File: config.mk
export PLATFORM = sky130hd
export DESIGN_NAME = fifo_rd_stream
export DESIGN_NICKNAME = d
export VERILOG_FILES = /design/src/rtl/fifo_rd_stream.sv
export SDC_FILE = /design/constraint.sdc
export NUM_CORES = 1
export LEC_CHECK = 0
export CAP_MARGIN = 10
export CORE_ASPECT_RATIO = 0.8
export CORE_MARGIN = 8
export CORE_UTILIZATION = 30
export DETAILED_ROUTE_END_ITERATION = 6
export PLACE_DENSITY = 0.52
export SETUP_SLACK_MARGIN = 0.3
export SYNTH_ARGS = -nofsm -noshare
export SYNTH_HDL_FRONTEND = slang
export SYNTH_SLANG_ARGS = --single-unit
File: constraint.sdc
create_clock -name rclk -period 5.95 [get_ports rclk]
set_clock_uncertainty 0.15 [all_clocks]
set_input_delay 1.19 -clock rclk [delete_from_list [all_inputs] [get_ports rclk]]
set_output_delay 1.19 -clock rclk [all_outputs]
set_load 0.03 [all_outputs]
File: src/rtl/fifo_rd_stream.sv
`default_nettype none
// ============================================================================
// Module   : fifo_rd_stream
// Brief    : Read-side drain stage for an async FIFO. Pops words, absorbs the
//            1-cycle read latency in a 2-entry skid buffer and emits a
//            valid/ready stream with packet framing.
// Revision : 1.0  initial release
// ============================================================================
module fifo_rd_stream #(
  parameter int DATA_WIDTH = 32,
  parameter int PKT_LEN    = 4
) (
  input  logic                  rclk,
  input  logic                  rrst,
  input  logic                  fifo_empty,
  input  logic [DATA_WIDTH-1:0] fifo_data,
  output logic                  fifo_r_en,
  output logic                  m_valid,
  input  logic                  m_ready,
  output logic [DATA_WIDTH-1:0] m_data,
  output logic                  m_last,
  output logic [15:0]           pkt_cnt,
  output logic                  busy
);

  localparam int                  C_BEAT_W    = (PKT_LEN > 1) ? $clog2(PKT_LEN) : 1;
  localparam logic [C_BEAT_W-1:0] C_LAST_BEAT = C_BEAT_W'(PKT_LEN - 1);
  localparam logic [C_BEAT_W-1:0] C_BEAT_ONE  = C_BEAT_W'(1);

  logic [1:0]            r_occ;
  logic                  r_inflight;
  logic [C_BEAT_W-1:0]   r_beat;
  logic [15:0]           r_pkt_cnt;
  logic [DATA_WIDTH-1:0] r_buf0;
  logic [DATA_WIDTH-1:0] r_buf1;

  logic                  w_pop;
  logic [2:0]            w_occ_nxt;
  logic [1:0]            w_wr_idx;
  logic [DATA_WIDTH-1:0] w_buf0_nxt;
  logic [DATA_WIDTH-1:0] w_buf1_nxt;

  assign w_pop = m_valid & m_ready;

  // A pop implies r_occ >= 1, so this never underflows.
  assign w_occ_nxt = {1'b0, r_occ} + {2'b00, r_inflight} - {2'b00, w_pop};

  // Only request when the word landing next cycle is guaranteed a free slot.
  assign fifo_r_en = ~rrst & ~fifo_empty & (w_occ_nxt < 3'd2);

  // Tail slot for an arriving word, measured after the head has been consumed.
  assign w_wr_idx = r_occ - {1'b0, w_pop};

  always_comb begin
    w_buf0_nxt = r_buf0;
    w_buf1_nxt = r_buf1;
    if (w_pop) begin
      w_buf0_nxt = r_buf1;
    end
    if (r_inflight) begin
      if (w_wr_idx == 2'd0) begin
        w_buf0_nxt = fifo_data;
      end else begin
        w_buf1_nxt = fifo_data;
      end
    end
  end

  always_ff @(posedge rclk) begin
    if (rrst) begin
      r_occ      <= 2'd0;
      r_inflight <= 1'b0;
      r_beat     <= '0;
      r_pkt_cnt  <= 16'd0;
      r_buf0     <= '0;
      r_buf1     <= '0;
    end else begin
      r_occ      <= w_occ_nxt[1:0];
      r_inflight <= fifo_r_en;
      r_buf0     <= w_buf0_nxt;
      r_buf1     <= w_buf1_nxt;
      if (w_pop) begin
        r_beat <= (r_beat == C_LAST_BEAT) ? '0 : r_beat + C_BEAT_ONE;
        if (m_last) begin
          r_pkt_cnt <= r_pkt_cnt + 16'd1;
        end
      end
    end
  end

  assign m_valid = (r_occ != 2'd0);
  assign m_data  = r_buf0;
  assign m_last  = (r_beat == C_LAST_BEAT) & m_valid;
  assign pkt_cnt = r_pkt_cnt;
  assign busy    = (r_occ != 2'd0) | r_inflight;

endmodule
`default_nettype wire

After elaboration in Yosys (flattened, before gate mapping)
Cells that the tools add are included.
W data, S select, Z words.
{ "op_classes": {"n_lt_le_gt_ge": 1, "n_addsub": 5, "n_reduce_logical": 4, "n_eq_ne": 1, "bitwise": 8, "mux": 4} }
{ "ops": {"columns": ["cell", "count"], "rows": [
  ["$mux W32", 3],
  ["$add A16 B1 Y16 const B", 1],
  ["$and A1 B1 Y1", 4],
  ["$reduce_and A2 Y1", 2],
  ["$add A2 B1 Y3", 1],
  ["$lt A3 B2 Y1 const B", 1],
  ["$not A1 Y1", 3],
  ["$sub A3 B1 Y3", 1],
  ["$add A2 B1 Y2 const B", 1],
  ["$eq A2 B2 Y1 const B", 1],
  ["$logic_not A2 Y1", 1],
  ["$mux W2", 1],
  ["$reduce_bool A2 Y1", 1],
  ["$sub A2 B1 Y2", 1],
  ["$or A1 B1 Y1", 1]
]} }
{ "word_totals": {"reg_bits": 85, "word_cells": 29, "in_bits": 36, "output_inout_bits": 52} }

Depth between registers and ports, before layout
{ "depth": {"ltp_word": 6, "ltp_mapped": 10, "depth_no_buf": 7} }

Worst setup path after synthesis
Ideal clock, no wire load.
{ "synth_path": {"kind": "input -> output", "start": "in m_ready", "end": "out fifo_r_en", "path_buffers": 2, "required_time_ns": 4.610, "slack_ns": 1.056, "path_stages": 8, "t_arrival_ns": 3.554, "cell_sequence": "o21ai_0 buf_2 buf_2 or2_2 nand2_1 ha_1 fa_1 nor4_1"} }
{ "synth_between": {"elab_chain_len": 4} }
{ "synth_rtl": {"columns": ["item", "line_no", "source"], "rows": [
  ["start, declared", "19", "input logic m_ready,"],
  ["$and A1 B1 Y1", "43", "assign w_pop = m_valid & m_ready;"],
  ["$sub A3 B1 Y3", "46", "assign w_occ_nxt = {1'b0, r_occ} + {2'b00, r_inflight} - {2'b00, w_pop};"],
  ["net w_occ_nxt[1]", "38", "logic [2:0] w_occ_nxt;"],
  ["$lt A3 B2 Y1", "49", "assign fifo_r_en = ~rrst & ~fifo_empty & (w_occ_nxt < 3'd2);"],
  ["$and A1 B1 Y1", "49", null],
  ["end, declared", "17", "output logic fifo_r_en,"]
]} }
The timed path passes the listed nets, and every way through them passes these cells.

Worst setup path in the final report
Ends and elaborated chain as after synthesis.

==> flow_summary.toml <==
[yosys]
yosys_warnings = 0
ys_ff_latch = 85
synth-seq-area-share_pct = 49.0
syn_inst = 397
synthTopCellsByArea = "dfxtp_1 (49%), mux2i_1 (9.8%), nand2_1 (7.8%), a211oi_1 (6.9%), a21oi_1 (5.6%)"
post-synth-top-area-fraction_pct = 49.0
synth_edf_count = 0
synthFlopType = "dfxtp_1"
ys_types = 32
syn_area_per_cell_um2 = 8.74
yosysTopAreaCell = "dfxtp_1"
netlist_area_mm2 = 0.00347
syn_nets = 437
ys_async_sr_fraction_pct = 0

[floorplan]
initial_utilization_pct = 30.5
die_x_um = 136
rows = 35
die_h_um = 112
dieArea_mm2 = 0.0153
coreArea_mm2 = 0.0114
ioPinCount = 88

[drt]
wirelength_um = 9160
via_per_inst = 4.71
via_count = 2941
wl_per_cell_um = 14.7
drt-initial-drc-count = 187
drc_errors = 0
ant_nets = 0
first_pass_iters = 4

[clock_network]
ctsHtreeMaxLevel = 3
cts_num_sinks = 85
cts_buffer_depth = 2
clk_latency_ns = 0.33
cts_resized = 0
cts-root-buf = "clkbuf_16"
post-cts-setup-buffers = 0
cts_hold_buf = 0
numCtsBuffers = 9
path_clk_slew_ns = 0.06
cts_tree = "built"

[power_and_ir_drop]
peakVddDrop_v = 0.000225
p_int_w = 0.00129
power.density_mw_per_mm2 = 415
leakage_nw = 1.80
clock_power_share_pct = 28.4
combPwrFrac_pct = 34.2
swShare_pct = 34.7
switchingPower_w = 0.000685
seqPwrFrac_pct = 37.4

[worst_setup_path]
crit_path_frequent_cell = "clkdlybuf4s50_1"
cp-end-kind = "output port"
worstPathArrival_ns = 3.85
critical_path_required_ns = 4.61
path_delay_family = "buffers and inverters"
rrSetupSlack_ns = 3.69
worst_path_max_delay_cell = "clkdlybuf4s50_1"
path_class = "in -> out"
crit_fanout = 5
cp-start-kind = "primary input"
slowest_delay_ns = 0.73
crit_chain = "clkdlybuf4s50_1 -> o21ai_4 -> or2_2 -> nand2_1 -> ha_1 -> fa_1 -> nor4_1 -> clkdlybuf4s50_1"
cp_num_buf_inv = 2

[final_layout]
final_cell_area_mm2 = 0.00476
nNetsFinal = 511
num_antenna_cells = 0
area_growth_pct = 37.1
drive_gt1_share_pct = 6.72

[placement]
gp_congestion = 0.724
dpl_cell_area_mm2 = 0.00446
io_buffers = 87
post-dp-hpwl_um = 5950

[grt]
grt_pass1_wl_um = 15000
grt_max_degree = 86
antenna_found_initial = 0
grt.overflow.total = 0
grtUsageTotal_pct = 12.3
grt_pass1_vias = 2912

[hold_path]
hold_class = "reg -> reg"

[sta]
max_freq_mhz = 193
max_slew.worst_pin.slew_ns = 0.887
min_period_over_period_pct = 87.3
maxSlewHeadroom_pct = 40.9
fin_tns_setup_ns = 0
setup_violations = 0
hold_viol_final = 0
timing.hold.ws_ns = 0.302
finalCriticalPeriod_ns = 5.19
slew_violations = 0
rsz0062_at_grt = "no"

[job]
maxCapViolations = 0

[status]
status = "finished, final reports clean"
path summary, 6_finish.rpt:
check | startpoint | endpoint | cells past startpoint
worst min-delay path | r_buf1[10] | r_buf1[10] | 2
worst max register to register | r_beat[0] | pkt_cnt[14] | 5
worst min register to register | r_buf1[10] | r_buf1[10] | 2
worst max-delay path | m_ready | fifo_r_en | 8
flip-flops by register name (all words and copies together) (netlist names):
signal and flops:
r_buf1 32, r_beat 2, pkt_cnt 16, r_inflight 1
r_occ 2, m_data 32
placed cells by master, fill, tap and decap left out, types with 2 or more instances in the layout:
cell             Yosys  layout
inv_1                4       4
nand2_1             72      72
or3_1                4       4
clkinv_2             0       3
or4_1                2       2
clkdlybuf4s50_1      0      86
mux2i_1             34      34
clkinv_4             0       2
clkbuf_16            0       9
or2_2                5       5
buf_4                0       5
nor2_1              46      46
nor4_1               6       6
a21oi_1             39      39
xnor2_1              9       9
dfxtp_1             85      85
o31ai_1              2       2
and2_1               2       2
nor2b_1              3       3
o2111ai_1            2       2
nor3_1               3       3
ha_1                 3       3
o21ai_0              3       2
a211oi_1            32      32
nand3_1              3       3
through the flow:
| step | std cells | worst slack, ns | utilization (%) | total power [W] |
|---|---|---|---|---|
| 2_1_floorplan | 397 | 1.06 | - | 0.00116 |
| 3_3_place_gp | 608 | 0.820 | 39.1 | 0.00143 |
| 3_5_place_dp | 608 | 0.738 | 39.1 | 0.00143 |
| 4_1_cts | 624 | 0.734 | 41.8 | 0.00201 |
| 5_1_grt | 624 | 0.671 | 41.8 | 0.00209 |
| 6_report | 624 | 0.759 | 41.8 | 0.00197 |
synth_stat cells, types with 2 or more instances:
cell type  count
a211oi_1      32
a21oi_1       39
and2_1         2
buf_1          8
buf_2          7
clkbuf_1      14
dfxtp_1       85
ha_1           3
inv_1          4
mux2i_1       34
nand2_1       72
nand3_1        3
nor2_1        46
nor2b_1        3
nor3_1         3
nor4_1         6
o2111ai_1      2
o21ai_0        3
o31ai_1        2
or2_2          5
or3_1          4
or4_1          2
xnor2_1        9
cell type report:
type	count	area [µm²]
Fill cell	1107	6630
Sequential cell	85	1700
Multi-Input combinational cell	279	1650
Timing Repair Buffer	92	903
Clock buffer	10	239
Tap cell	148	185
Clock inverter	6	62.6
Inverter	4	15.0
power by group through the flow:
stage | Sequential [W] | Combinational (W) | Clock, W
6_report | 0.000738 | 0.000674 | 0.000562
5_1_grt | 0.000752 | 0.000726 | 0.000610
4_1_cts | 0.000740 | 0.000686 | 0.000580
3_5_place_dp | 0.000751 | 0.000682 | 0
3_3_place_gp | 0.000750 | 0.000675 | 0
2_1_floorplan | 0.000877 | 0.000286 | 0
routing by layer:
| metal | up-vias | wire length [µm] | GRT usage, % |
|---|---|---|---|
| met3 | 9 | 639 | 5.31 |
| met5 | - | 0 | 0 |
| met4 | 0 | 97 | 3.51 |
| met2 | 60 | 4000 | 18.6 |
| met1 | 1362 | 4420 | 15.4 |
| li1 | 1510 | - | - |
worst register-to-register path: stages (launching register included):
cell and delay [ns]:
dfxtp_1 0.35, ha_1 0.27, o2111ai_1 0.38, nor4_1 0.64, a21oi_1 0.14, a31o_2 0.22
cells by family after synthesis:
family / count (synthesis) / share of synthesized area, %
and+or+nand+nor: 149 / 18.3
DFF: 85 / 49.0
AOI/OAI and AO/OA: 82 / 14.9
muxes: 34 / 9.81
buffers and inverters: 33 / 3.82
xor gates and xnor gates: 10 / 2.52
adders and majority gates: 4 / 1.66
Note: power is estimated with default switching activity, not from simulation.
